===== config.mk =====
export PLATFORM = sky130hd
export DESIGN_NAME = display_scan_ctrl
export DESIGN_NICKNAME = d
export VERILOG_FILES = /design/src/rtl/display_scan_ctrl.sv
export SDC_FILE = /design/constraint.sdc
export NUM_CORES = 1
export LEC_CHECK = 0
export ABC_AREA = 1
export BUFFER_PORTS_ARGS = -buffer_cell sky130_fd_sc_hd__buf_2
export CAP_MARGIN = 5
export CORE_UTILIZATION = 45
export DETAILED_ROUTE_END_ITERATION = 8
export GPL_TIMING_DRIVEN = 0
export PLACE_DENSITY = 0.71
export REMOVE_ABC_BUFFERS = 1
export SYNTH_ARGS = -nofsm -noshare
export SYNTH_HDL_FRONTEND = slang
export SYNTH_SLANG_ARGS = --single-unit
export TNS_END_PERCENT = 50

===== constraint.sdc =====
create_clock -name clk -period 5.6 [get_ports clk]
set_input_delay 0.84 -clock clk [delete_from_list [all_inputs] [get_ports clk]]
set_output_delay 0.84 -clock clk [all_outputs]
set_load 0.01 [all_outputs]

===== src/rtl/display_scan_ctrl.sv =====
// Four-digit time-multiplexed display scan controller: slot counter, blanking,
// PWM brightness, frame-synchronous double buffering and leading-zero blanking.
module display_scan_ctrl #(
  parameter int CLK_DIV      = 1000,
  parameter int BLANK_CYCLES = 16,
  parameter int PWM_STEP     = 60,
  parameter int CNT_W        = 10
) (
  input  logic        clk,
  input  logic        rst_n,
  input  logic        enable,
  input  logic        load,
  input  logic [15:0] value,
  input  logic [3:0]  brightness,
  input  logic        lz_en,
  output logic [3:0]  digit1,
  output logic [3:0]  digit2,
  output logic [3:0]  digit3,
  output logic [3:0]  digit4,
  output logic [1:0]  mux,
  output logic        disp_en,
  output logic        frame_done
);

  localparam int EW = CNT_W + 4;

  logic [CNT_W-1:0] cnt_q, cnt_d;
  logic [1:0]       mux_q, mux_d;
  logic [15:0]      active_q, active_d;
  logic [15:0]      shadow_q, shadow_d;
  logic             pending_q, pending_d;
  logic [3:0]       bri_q, bri_d;
  logic             disp_en_q, disp_en_d;
  logic             frame_done_q, frame_done_d;

  logic             slot_end;
  logic             boundary;
  logic             suppressed;
  logic [EW-1:0]    cnt_ext;
  logic [EW-1:0]    on_end;

  always_comb begin
    // NOTE: every signal gets a default first so no path can leave it unassigned (no latches).
    cnt_d        = cnt_q;
    mux_d        = mux_q;
    active_d     = active_q;
    shadow_d     = shadow_q;
    pending_d    = pending_q;
    bri_d        = bri_q;
    frame_done_d = 1'b0;
    suppressed   = 1'b0;

    slot_end = (cnt_q == CNT_W'(CLK_DIV - 1));
    boundary = enable && slot_end && (mux_q == 2'd3);

    if (!enable) begin
      cnt_d = '0;
      mux_d = 2'd0;
    end else if (slot_end) begin
      cnt_d = '0;
      mux_d = mux_q + 2'd1;
    end else begin
      cnt_d = cnt_q + 1'b1;
    end

    if (load) begin
      shadow_d  = value;
      pending_d = 1'b1;
    end

    // A load coinciding with the boundary is newer than anything pending, so it bypasses.
    if (boundary) begin
      frame_done_d = 1'b1;
      if (load) begin
        active_d  = value;
        pending_d = 1'b0;
      end else if (pending_q) begin
        active_d  = shadow_q;
        pending_d = 1'b0;
      end
    end

    if (cnt_d == '0) bri_d = brightness;

    if (lz_en) begin
      case (mux_d)
        2'd1:    suppressed = (active_d[15:4]  == 12'h000);
        2'd2:    suppressed = (active_d[15:8]  == 8'h00);
        2'd3:    suppressed = (active_d[15:12] == 4'h0);
        default: suppressed = 1'b0;
      endcase
    end

    // Computed from next-cycle values so the registered enable lines up with cnt/mux.
    cnt_ext   = EW'(cnt_d);
    on_end    = EW'(BLANK_CYCLES) + EW'(bri_d) * EW'(PWM_STEP);
    disp_en_d = enable && (cnt_ext >= EW'(BLANK_CYCLES)) && (cnt_ext < on_end) && !suppressed;
  end

  always_ff @(posedge clk) begin
    // NOTE: non-blocking assignments keep every flop sampling pre-edge values.
    if (!rst_n) begin
      cnt_q        <= '0;
      mux_q        <= 2'd0;
      active_q     <= '0;
      shadow_q     <= '0;
      pending_q    <= 1'b0;
      bri_q        <= '0;
      disp_en_q    <= 1'b0;
      frame_done_q <= 1'b0;
    end else begin
      cnt_q        <= cnt_d;
      mux_q        <= mux_d;
      active_q     <= active_d;
      shadow_q     <= shadow_d;
      pending_q    <= pending_d;
      bri_q        <= bri_d;
      disp_en_q    <= disp_en_d;
      frame_done_q <= frame_done_d;
    end
  end

  assign digit1     = active_q[3:0];
  assign digit2     = active_q[7:4];
  assign digit3     = active_q[11:8];
  assign digit4     = active_q[15:12];
  assign mux        = mux_q;
  assign disp_en    = disp_en_q;
  assign frame_done = frame_done_q;

endmodule


==> results of run 1 <==
-- registers in the layout (all words and copies together), names as in the netlist --
register	count
active_q	16
cnt_q	10
shadow_q	16
frame_done	1
mux	2
pending_q	1
bri_q	4
disp_en	1
-- stage by stage --
stage	setup WS [ns]	utilization (%)	hold WS, ns
finish	0.565	52.0	0.468
global route	0.0192	52.0	0.494
CTS	0.393	52.0	0.472
detailed placement	0.0899	50.6	0.457
global placement	0.170	50.6	0.448
floorplan	0.839	-	0.441
-- power groups by stage --
| stage | Sequential, mW | Clock, mW | Combinational [mW] |
|---|---|---|---|
| after CTS | 0.379 | 0.227 | 0.321 |
| after global placement | 0.387 | 0 | 0.306 |
| after floorplan | 0.385 | 0 | 0.252 |
| after global routing | 0.380 | 0.242 | 0.375 |
| final | 0.379 | 0.224 | 0.318 |
| after detailed placement | 0.387 | 0 | 0.318 |
-- final timing paths --
path | start | endpoint | cells past startpoint
hold reg to reg | shadow_q[5] | shadow_q[5] | 2
setup / recovery | enable | disp_en | 23
setup reg to reg | cnt_q[0] | disp_en | 26
hold / removal | shadow_q[5] | shadow_q[5] | 2
-- per-layer routing --
metal / GRT usage [%] / wire, um / part of all wire, % / up-vias
li1: - / - / - / 1599
met1: 24.7 / 3270 / 48 / 1374
met2: 34.1 / 3200 / 47 / 75
met3: 2.89 / 325 / 4.7 / 7
met4: 5.76 / 83 / 1.2 / 0
met5: 0 / 0 / 0 / -
-- Yosys cell counts (all sizes together) --
cell    number  share of area, %
a21boi       2              0.47
xor2         3              0.83
ha          21               8.3
a21oi       34               5.5
buf          7              0.99
nor3         4              0.63
nor4         1              0.20
nand3b       3              0.71
nand4       14               2.8
clkinv       1              0.12
clkbuf       9               1.1
inv         51               6.1
o21ai       15               2.5
a211oi       1              0.24
xnor2        3              0.83
or2          1              0.20
nand3       24               4.0
fa           5               3.2
dfxtp       51                32
nand2      180                22
nor2        54               7.4
-- cell families (layout without fill, tap and decap cells) --
kind of cell | after synthesis | after routing
buffers and inverters | 68 | 104
flip-flops | 51 | 51
adder cells (fa/ha/maj) | 26 | 26
AO/OA/AOI/OAI | 52 | 52
XOR/XNOR | 6 | 6
AND/OR/NAND/NOR | 281 | 281
-- cell usage in the layout, fill, tap and decap left out, drive strengths merged --
cell      instances
a211oi            1
a21boi            2
a21oi            34
buf              44
clkbuf            5
clkinv            2
clkinvlp          1
dfxtp            51
fa                5
ha               21
inv              52
nand2           180
nand3            24
nand3b            3
nand4            14
nor2             54
nor3              4
nor4              1
o21ai            15
or2               1
xnor2             3
xor2              3
-- layout make-up --
class	instances	area [um2]
inverters	52	195
clock buffers	5	68.8
well taps	96	120
flip-flops and latches	51	1020
repair buffers	44	220
fillers	688	3260
clock inverters	3	23.8
multi-input cells	365	1890
-- worst max-delay path, cell delays in order --
cell and delay (ns):
buf_2 0.22, inv_1 0.23, nor2_1 0.07, o21ai_0 0.16, nand3_1 0.15, nor2_2 0.17
nand2_4 0.10, o21ai_2 0.23, inv_1 0.17, fa_1 0.54, fa_1 0.52, inv_1 0.05
fa_1 0.39, o21ai_0 0.22, xnor2_1 0.15, nor4_1 0.26, xnor2_1 0.17, ha_1 0.25
nand2_1 0.08, nor2_1 0.04, nor2_1 0.10, nand2_1 0.07, a21oi_2 0.10
==> flow_summary.yaml, run 1 <==
outcome:
  status: "completed"
synthesis:
  synth_top_family_by_area: "simple AND/OR/NAND/NOR gates"
  complex_gate_fraction_of_the_synthesized_area_pct: 8.70
  synth.area.mux_share_pct: 0
  yosysSeqAreaShare_pct: 32.3
  post_synth_and_or_nand_nor_area_fraction_pct: 37.7
  postSynthRegisterBits: 51
  netlist-cell-type-count: 31
  synthXorXnorAreaFrac_pct: 1.66
  post_synth.cell_area_avg_um2: 6.54
  yosys_warnings: 0
  synth_fa_ha_area_share_pct: 11.5
  post_synth_inst_count: 484
  post_synth_instance_area_mm2: 0.00316
drt:
  wl_um: 6890
  wire_per_inst_um: 11.2
  detailroute.via_count: 3055
  firstDrtPassIters: 5
  drt_iter0_markers: 154
  post_drt_via_cell_ratio: 4.96
  postRouteAntennaNets: 0
  drc: 0
critical_path:
  timing.critical_path.arrival_ns: 5.28
  setup.worst_path.end_class: "flop"
  ff2ff_setup_slack_ns: 0.57
  cp-start-kind: "input pin"
  timing.critical_path.required_ns: 5.84
  cp_max_fo: 19
  path_class: "input pin to flop"
global_routing:
  number_of_global_route_vias_before_repair: 2786
  antenna_found_initial: 0
  grt_overflow: 0
  track_usage_pct: 19.4
  grt_start_max_net_pins: 46
  wire_length_of_the_first_global_routing_pass_um: 11700
worst_hold_path:
  timing.hold.worst.class: "flop to flop"
clock_network:
  post_cts.repair.setup_buffers: 0
  clkLatencyLatePin_ns: 0.31
  tritoncts: "yes"
  post_cts_resized: 0
  cts_num_sinks: 51
  cts_max_level: 2
  ctsHoldBuffers: 0
  cts_made_buffers: 5
  clk_root_buffer_cell: "clkbuf_8"
  clk_pin_slew_ns: 0.11
  cts-root-to-sink-buffers: 2
floorplanning:
  floorplan.rows: 30
  fp.dieArea_mm2: 0.00737
  top_level_ports: 45
  chipWidth_um: 85.8
  std_cell_core_area_mm2: 0.00679
  initial_standard_cell_utilization_of_the_core_pct: 46.6
  die_height_um: 85.8
final_layout:
  post_route_cell_area_mm2: 0.00353
  share_of_cells_above_drive_strength_1_pct: 13.5
  synthToLayoutAreaGrowth_pct: 11.7
  fin_nets: 570
  antenna_cells: 0
  layout.cells.non_filler: 616
pwr:
  power-per-cell-area_mw_per_mm2: 260
  sw_power_mw: 0.333
  total_power_mw: 0.921
  comb_power_share_pct: 34.5
  int_pwr_mw: 0.588
  leakage_nw: 1.80
  sw_frac_of_total_pct: 36.1
  max-vdd-ir-drop_mv: 0.156
  share_seq_of_total_power_pct: 41.2
  pwr-share-clk_pct: 24.3
sta:
  endpoints_failing_hold: 0
  timing.clock.skew_ns: 0.0166
  final.setup.tns_ns: 0
  period_minus_slack_ns: 5.04
  report.final.setup_viol: 0
  grt_setup_unrepaired: "no"
  worst-slew-pin-transition_ns: 0.896
  final_min_period_over_clock_period_pct: 89.9
  achievable-frequency_mhz: 199
  maxSlewViolCount: 0
  max-slew-margin-rel_pct: 40.1
placement:
  dp.cells: 608
  io_buffer_count: 44
  place_hpwl_um: 5010
  gp_congestion: 0.824
  instance_area_after_placement_mm2: 0.00344
flow_run:
  maxCapViolCount: 0
Note: power is estimated with default switching activity, not from simulation.
==> run 2: changes to the inputs <==
==> constraint.sdc (replaced) <==
create_clock -name clk -period 5.8 [get_ports clk]
set_input_delay 0.29 -clock clk [delete_from_list [all_inputs] [get_ports clk]]
set_output_delay 0.29 -clock clk [all_outputs]
set_load 0.01 [all_outputs]
==> run 2 against run 1 <==
- first-iteration DRC count is the same
- via count shrank 0.26%
- core utilization shrank 0.055 points
- combinational power shrank 4%
- sequential share of layout area is essentially flat
- cell area shrank 0.11%
- register-to-register slack gained 0.05 ns
- largest cell class unchanged
==> flow_summary.yaml, run 2 (synthesized netlist as in run 1, its figures left out) <==
critical_path:
  timing.critical_path.arrival_ns: 5.42
  timing.critical_path.required_ns: 6.04
  cp-start-kind: "flop"
  path_class: "flop to flop"
  timing.reg2reg.worst_path_depth: 26
  cp_max_fo: 7
  setup.worst_path.end_class: "flop"
final_layout:
  final_core_util_pct: 52.0
  layout.cells.non_filler: 616
  final_cell_mix: "nand2_1, dfxtp_1, nor2_1, inv_1, buf_2"
  layout.cells.most_common: "nand2_1"
  share_of_cells_above_drive_strength_1_pct: 13.3
  synthToLayoutAreaGrowth_pct: 11.6
  fin_nets: 570
  reg_top3: "active_q: 16 flops, shadow_q: 16 flops, cnt_q: 10 flops"
  antenna_cells: 0
global_routing:
  antenna_found_initial: 0
  grt_overflow: 0
  grt_start_max_net_pins: 46
  number_of_global_route_vias_before_repair: 2786
  track_usage_pct: 19.4
  wire_length_of_the_first_global_routing_pass_um: 11700
pwr:
  total_power_mw: 0.889
  power-per-cell-area_mw_per_mm2: 252
  leakage_nw: 1.80
  max-vdd-ir-drop_mv: 0.150
outcome:
  status: "completed"
floorplanning:
  chipWidth_um: 85.8
  die_height_um: 85.8
  top_level_ports: 45
  fp.dieArea_mm2: 0.00737
  floorplan.rows: 30
  initial_standard_cell_utilization_of_the_core_pct: 46.6
  std_cell_core_area_mm2: 0.00679
clock_network:
  tritoncts: "yes"
  cts_max_level: 2
  cts-root-to-sink-buffers: 2
  cts_num_sinks: 51
  clk_pin_slew_ns: 0.11
  cts_made_buffers: 5
  post_cts.repair.setup_buffers: 0
  clk_root_buffer_cell: "clkbuf_8"
  post_cts_resized: 0
  ctsHoldBuffers: 0
  clkLatencyLatePin_ns: 0.31
flow_run:
  maxCapViolCount: 0
sta:
  report.final.setup_viol: 0
  timing.clock.skew_ns: 0.0165
  max-slew-margin-rel_pct: 39.9
  grt_setup_unrepaired: "no"
  final.setup.tns_ns: 0
  period_minus_slack_ns: 5.18
  worst-slew-pin-transition_ns: 0.898
  post_route_worst_setup_slack_ns: 0.625
  endpoints_failing_hold: 0
  achievable-frequency_mhz: 193
  final_min_period_over_clock_period_pct: 89.2
  maxSlewViolCount: 0
placement:
  dp_slack_ns: 0.627
  gp_congestion: 0.824
  io_buffer_count: 44
  dp.cells: 608
  place_hpwl_um: 5010
drt:
  detailroute.via_count: 3047
  drt_iter0_markers: 154
  drc: 0
  post_drt_via_cell_ratio: 4.95
  wl_um: 6930
  firstDrtPassIters: 4
  wire_per_inst_um: 11.3
  postRouteAntennaNets: 0
worst_hold_path:
  timing.hold.worst.class: "input pin to flop"
  holdPathStages: 3
run 2: cell types whose count changed in the layout (fill, tap and decap cells not counted):
cell,delta
o21ai_1,+1
o21ai_2,-1
run 2: cell type report:
class	count	area (um2)
clock buffers	5	68.8
clock inverters	3	23.8
fillers	688	3260
inverters	52	195
multi-input cells	365	1880
flip-flops and latches	51	1020
well taps	96	120
repair buffers	44	220
run 2: where the power goes:
| group | switching (mW) | internal (mW) | total [mW] | leakage (nW) |
|---|---|---|---|---|
| logic | 0.186 | 0.120 | 0.306 | 1.34 |
| registers | 0.00611 | 0.360 | 0.366 | 0.415 |
| clock network | 0.129 | 0.0874 | 0.217 | 0.0461 |
| total | 0.321 | 0.567 | 0.889 | 1.80 |
run 2: metrics by stage:
step | area (um2) | hold WS (ns)
global placement | 3440 | 0.448
CTS | 3530 | 0.236
global route | 3530 | 0.239
finish | 3530 | 0.239
detailed placement | 3440 | 0.457
floorplan | 3100 | 0.416
run 2: worst paths after layout:
kind,startpoint,endpoint,slack (ns)
hold reg to reg,shadow_q[9],shadow_q[9],0.47
setup reg to reg,cnt_q[0],disp_en,0.62
hold / removal,value[11],shadow_q[11],0.24
setup / recovery,cnt_q[0],disp_en,0.62
run 2: worst max-delay path, cell delays in order, from the launching register on:
cell and delay, ns:
dfxtp_1 0.43, ha_1 0.24, nand2_2 0.10, inv_2 0.08
nand3_1 0.11, nor2_4 0.14, nor2_2 0.06, nand2_1 0.12
nand2_1 0.10, nor2_4 0.16, nand2_4 0.09, o21ai_1 0.32
inv_1 0.20, fa_1 0.55, fa_1 0.52, inv_1 0.05
fa_1 0.39, o21ai_0 0.22, xnor2_1 0.15, nor4_1 0.26
xnor2_1 0.17, ha_1 0.25, nand2_1 0.08, nor2_1 0.04
nor2_1 0.10, nand2_1 0.07, a21oi_2 0.10
run 2: per-layer routing:
metal	vias to the layer above	global-route usage (%)	part of all wire (%)
li1	1600	-	-
met1	1380	24.7	48
met2	60	34.1	46
met3	7	2.89	4.9
met4	0	5.76	1.2
met5	-	0	0
==> run 3: changes to the inputs <==
--- a/config.mk
+++ b/config.mk
@@ -11,7 +11,7 @@
 export CORE_UTILIZATION = 45
 export DETAILED_ROUTE_END_ITERATION = 8
 export GPL_TIMING_DRIVEN = 0
-export PLACE_DENSITY = 0.71
+export PLACE_DENSITY = 0.65
 export REMOVE_ABC_BUFFERS = 1
 export SYNTH_ARGS = -nofsm -noshare
 export SYNTH_HDL_FRONTEND = slang
==> run 3 against run 2 <==
- first-iteration DRC count decreased by 9.7%
- register-to-register slack got worse by 0.04 ns
- die area unchanged
- clock skew decreased by 0.0013 ns
- final cell count unchanged
- global-route usage increased by 0.75 points
- worst hold slack improved by 0.0042 ns
==> flow_summary.yaml, run 3 (synthesized netlist as in run 1, its figures left out) <==
global_routing:
  grt_start_max_net_pins: 46
  antenna_found_initial: 0
  wire_length_of_the_first_global_routing_pass_um: 12000
  number_of_global_route_vias_before_repair: 2694
  groute.layer.met3.usage_pct: 3.56
  globalRouteMet2Util_pct: 34.2
  grt_overflow: 0
  most_utilized_layer_in_the_global_route_result: "met2"
  track_usage_pct: 20.2
  grt.met1_usage_pct: 26.9
clock_network:
  clk_pin_slew_ns: 0.11
  clkLatencyLatePin_ns: 0.31
  clk_root_buffer_cell: "clkbuf_8"
  cts_max_level: 2
  post_cts_resized: 0
  ctsHoldBuffers: 0
  cts-root-to-sink-buffers: 2
  post_cts.repair.setup_buffers: 0
  cts_made_buffers: 5
  cts_num_sinks: 51
  tritoncts: "yes"
placement:
  place_hpwl_um: 5100
  gp_congestion: 0.814
  dp.cells: 608
  dp_slack_ns: 0.541
  io_buffer_count: 44
sta:
  timing.clock.skew_ns: 0.0152
  final_min_period_over_clock_period_pct: 89.9
  final.setup.tns_ns: 0
  endpoints_failing_hold: 0
  achievable-frequency_mhz: 192
  maxSlewViolCount: 0
  post_route_worst_setup_slack_ns: 0.583
  worst-slew-pin-transition_ns: 0.833
  report.final.setup_viol: 0
  period_minus_slack_ns: 5.22
  grt_setup_unrepaired: "no"
  max-slew-margin-rel_pct: 44.3
floorplanning:
  initial_standard_cell_utilization_of_the_core_pct: 46.6
  std_cell_core_area_mm2: 0.00679
  top_level_ports: 45
  die_height_um: 85.8
  fp.dieArea_mm2: 0.00737
  chipWidth_um: 85.8
  floorplan.rows: 30
drt:
  wl_um: 7010
  detailroute.via_count: 2926
  firstDrtPassIters: 5
  postRouteAntennaNets: 0
  drt_iter0_markers: 139
  drc: 0
  post_drt_via_cell_ratio: 4.75
  wire_per_inst_um: 11.4
outcome:
  status: "completed"
final_layout:
  layout.cells.most_common: "nand2_1"
  synthToLayoutAreaGrowth_pct: 11.6
  final_core_util_pct: 52.0
  layout.cells.non_filler: 616
  antenna_cells: 0
  final_cell_mix: "nand2_1, dfxtp_1, nor2_1, inv_1, buf_2"
  final.fill_count: 704
  fin_nets: 570
  share_of_cells_above_drive_strength_1_pct: 13.3
  reg_top3: "active_q: 16 flops, shadow_q: 16 flops, cnt_q: 10 flops"
critical_path:
  cp_max_fo: 7
  timing.critical_path.arrival_ns: 5.46
  setup.worst_path.end_class: "flop"
  timing.critical_path.required_ns: 6.04
  path_class: "flop to flop"
  cp-start-kind: "flop"
pwr:
  leakage_nw: 1.80
  sw_frac_of_total_pct: 35.8
  comb_power_share_pct: 34.6
  max-vdd-ir-drop_mv: 0.150
  sw_power_mw: 0.317
  int_pwr_mw: 0.568
  pwr-share-clk_pct: 24.1
  share_seq_of_total_power_pct: 41.3
  power-per-cell-area_mw_per_mm2: 251
worst_hold_path:
  timing.hold.worst.class: "input pin to flop"
flow_run:
  maxCapViolCount: 0
-- run 3: path summary, 6_finish.rpt --
check | end | slack [ns] | from | cells after the start
setup / recovery | disp_en | 0.58 | cnt_q[0] | 26
hold / removal | shadow_q[11] | 0.24 | value[11] | 3
setup reg to reg | disp_en | 0.58 | cnt_q[0] | 26
hold reg to reg | shadow_q[4] | 0.47 | shadow_q[4] | 2
-- run 3: through the flow --
step           hold slack, ns  instance area, um2  power [mW]
2_1_floorplan           0.416                3100       0.616
3_3_place_gp            0.448                3440       0.672
3_5_place_dp            0.453                3440       0.683
4_1_cts                 0.238                3530       0.896
5_1_grt                 0.242                3530       0.956
6_report                0.243                3530       0.885
-- run 3: worst max-delay path: stages (launching register included) --
cell     delay, ns
dfxtp_1       0.44
ha_1          0.25
nand2_2       0.10
inv_2         0.09
nand3_1       0.12
nor2_4        0.14
nor2_2        0.06
nand2_1       0.12
nand2_1       0.10
nor2_4        0.16
nand2_4       0.10
o21ai_1       0.33
inv_1         0.20
fa_1          0.54
fa_1          0.52
inv_1         0.06
fa_1          0.40
o21ai_0       0.22
xnor2_1       0.14
nor4_1        0.25
xnor2_1       0.17
ha_1          0.25
nand2_1       0.08
nor2_1        0.04
nor2_1        0.10
nand2_1       0.07
a21oi_2       0.10
-- run 3: per-layer routing --
layer | wire (um) | share of wire [%] | vias to the layer above
met2 | 3270 | 47 | 51
met1 | 3410 | 49 | 1274
met4 | 24 | 0.34 | 0
met5 | 0 | 0 | -
li1 | - | - | 1599
met3 | 292 | 4.2 | 2
-- run 3: area by class of cell --
| type | instances | area [um2] | share of cell area, % |
|---|---|---|---|
| clock buffer | 5 | 68.8 | 1.95 |
| sequential | 51 | 1020 | 28.9 |
| multi-input combinational | 365 | 1880 | 53.3 |
| tap | 96 | 120 | 3.40 |
| clock inverter | 3 | 22.5 | 0.638 |
| timing repair buffer | 44 | 220 | 6.24 |
| inverter | 52 | 195 | 5.53 |
-- run 3: power groups by stage --
stage               logic [mW]  clock network, mW  registers, mW
floorplan                0.244                  0          0.372
global placement         0.299                  0          0.373
detailed placement       0.310                  0          0.374
CTS                      0.312              0.218          0.366
global route             0.357              0.233          0.367
finish                   0.306              0.214          0.366
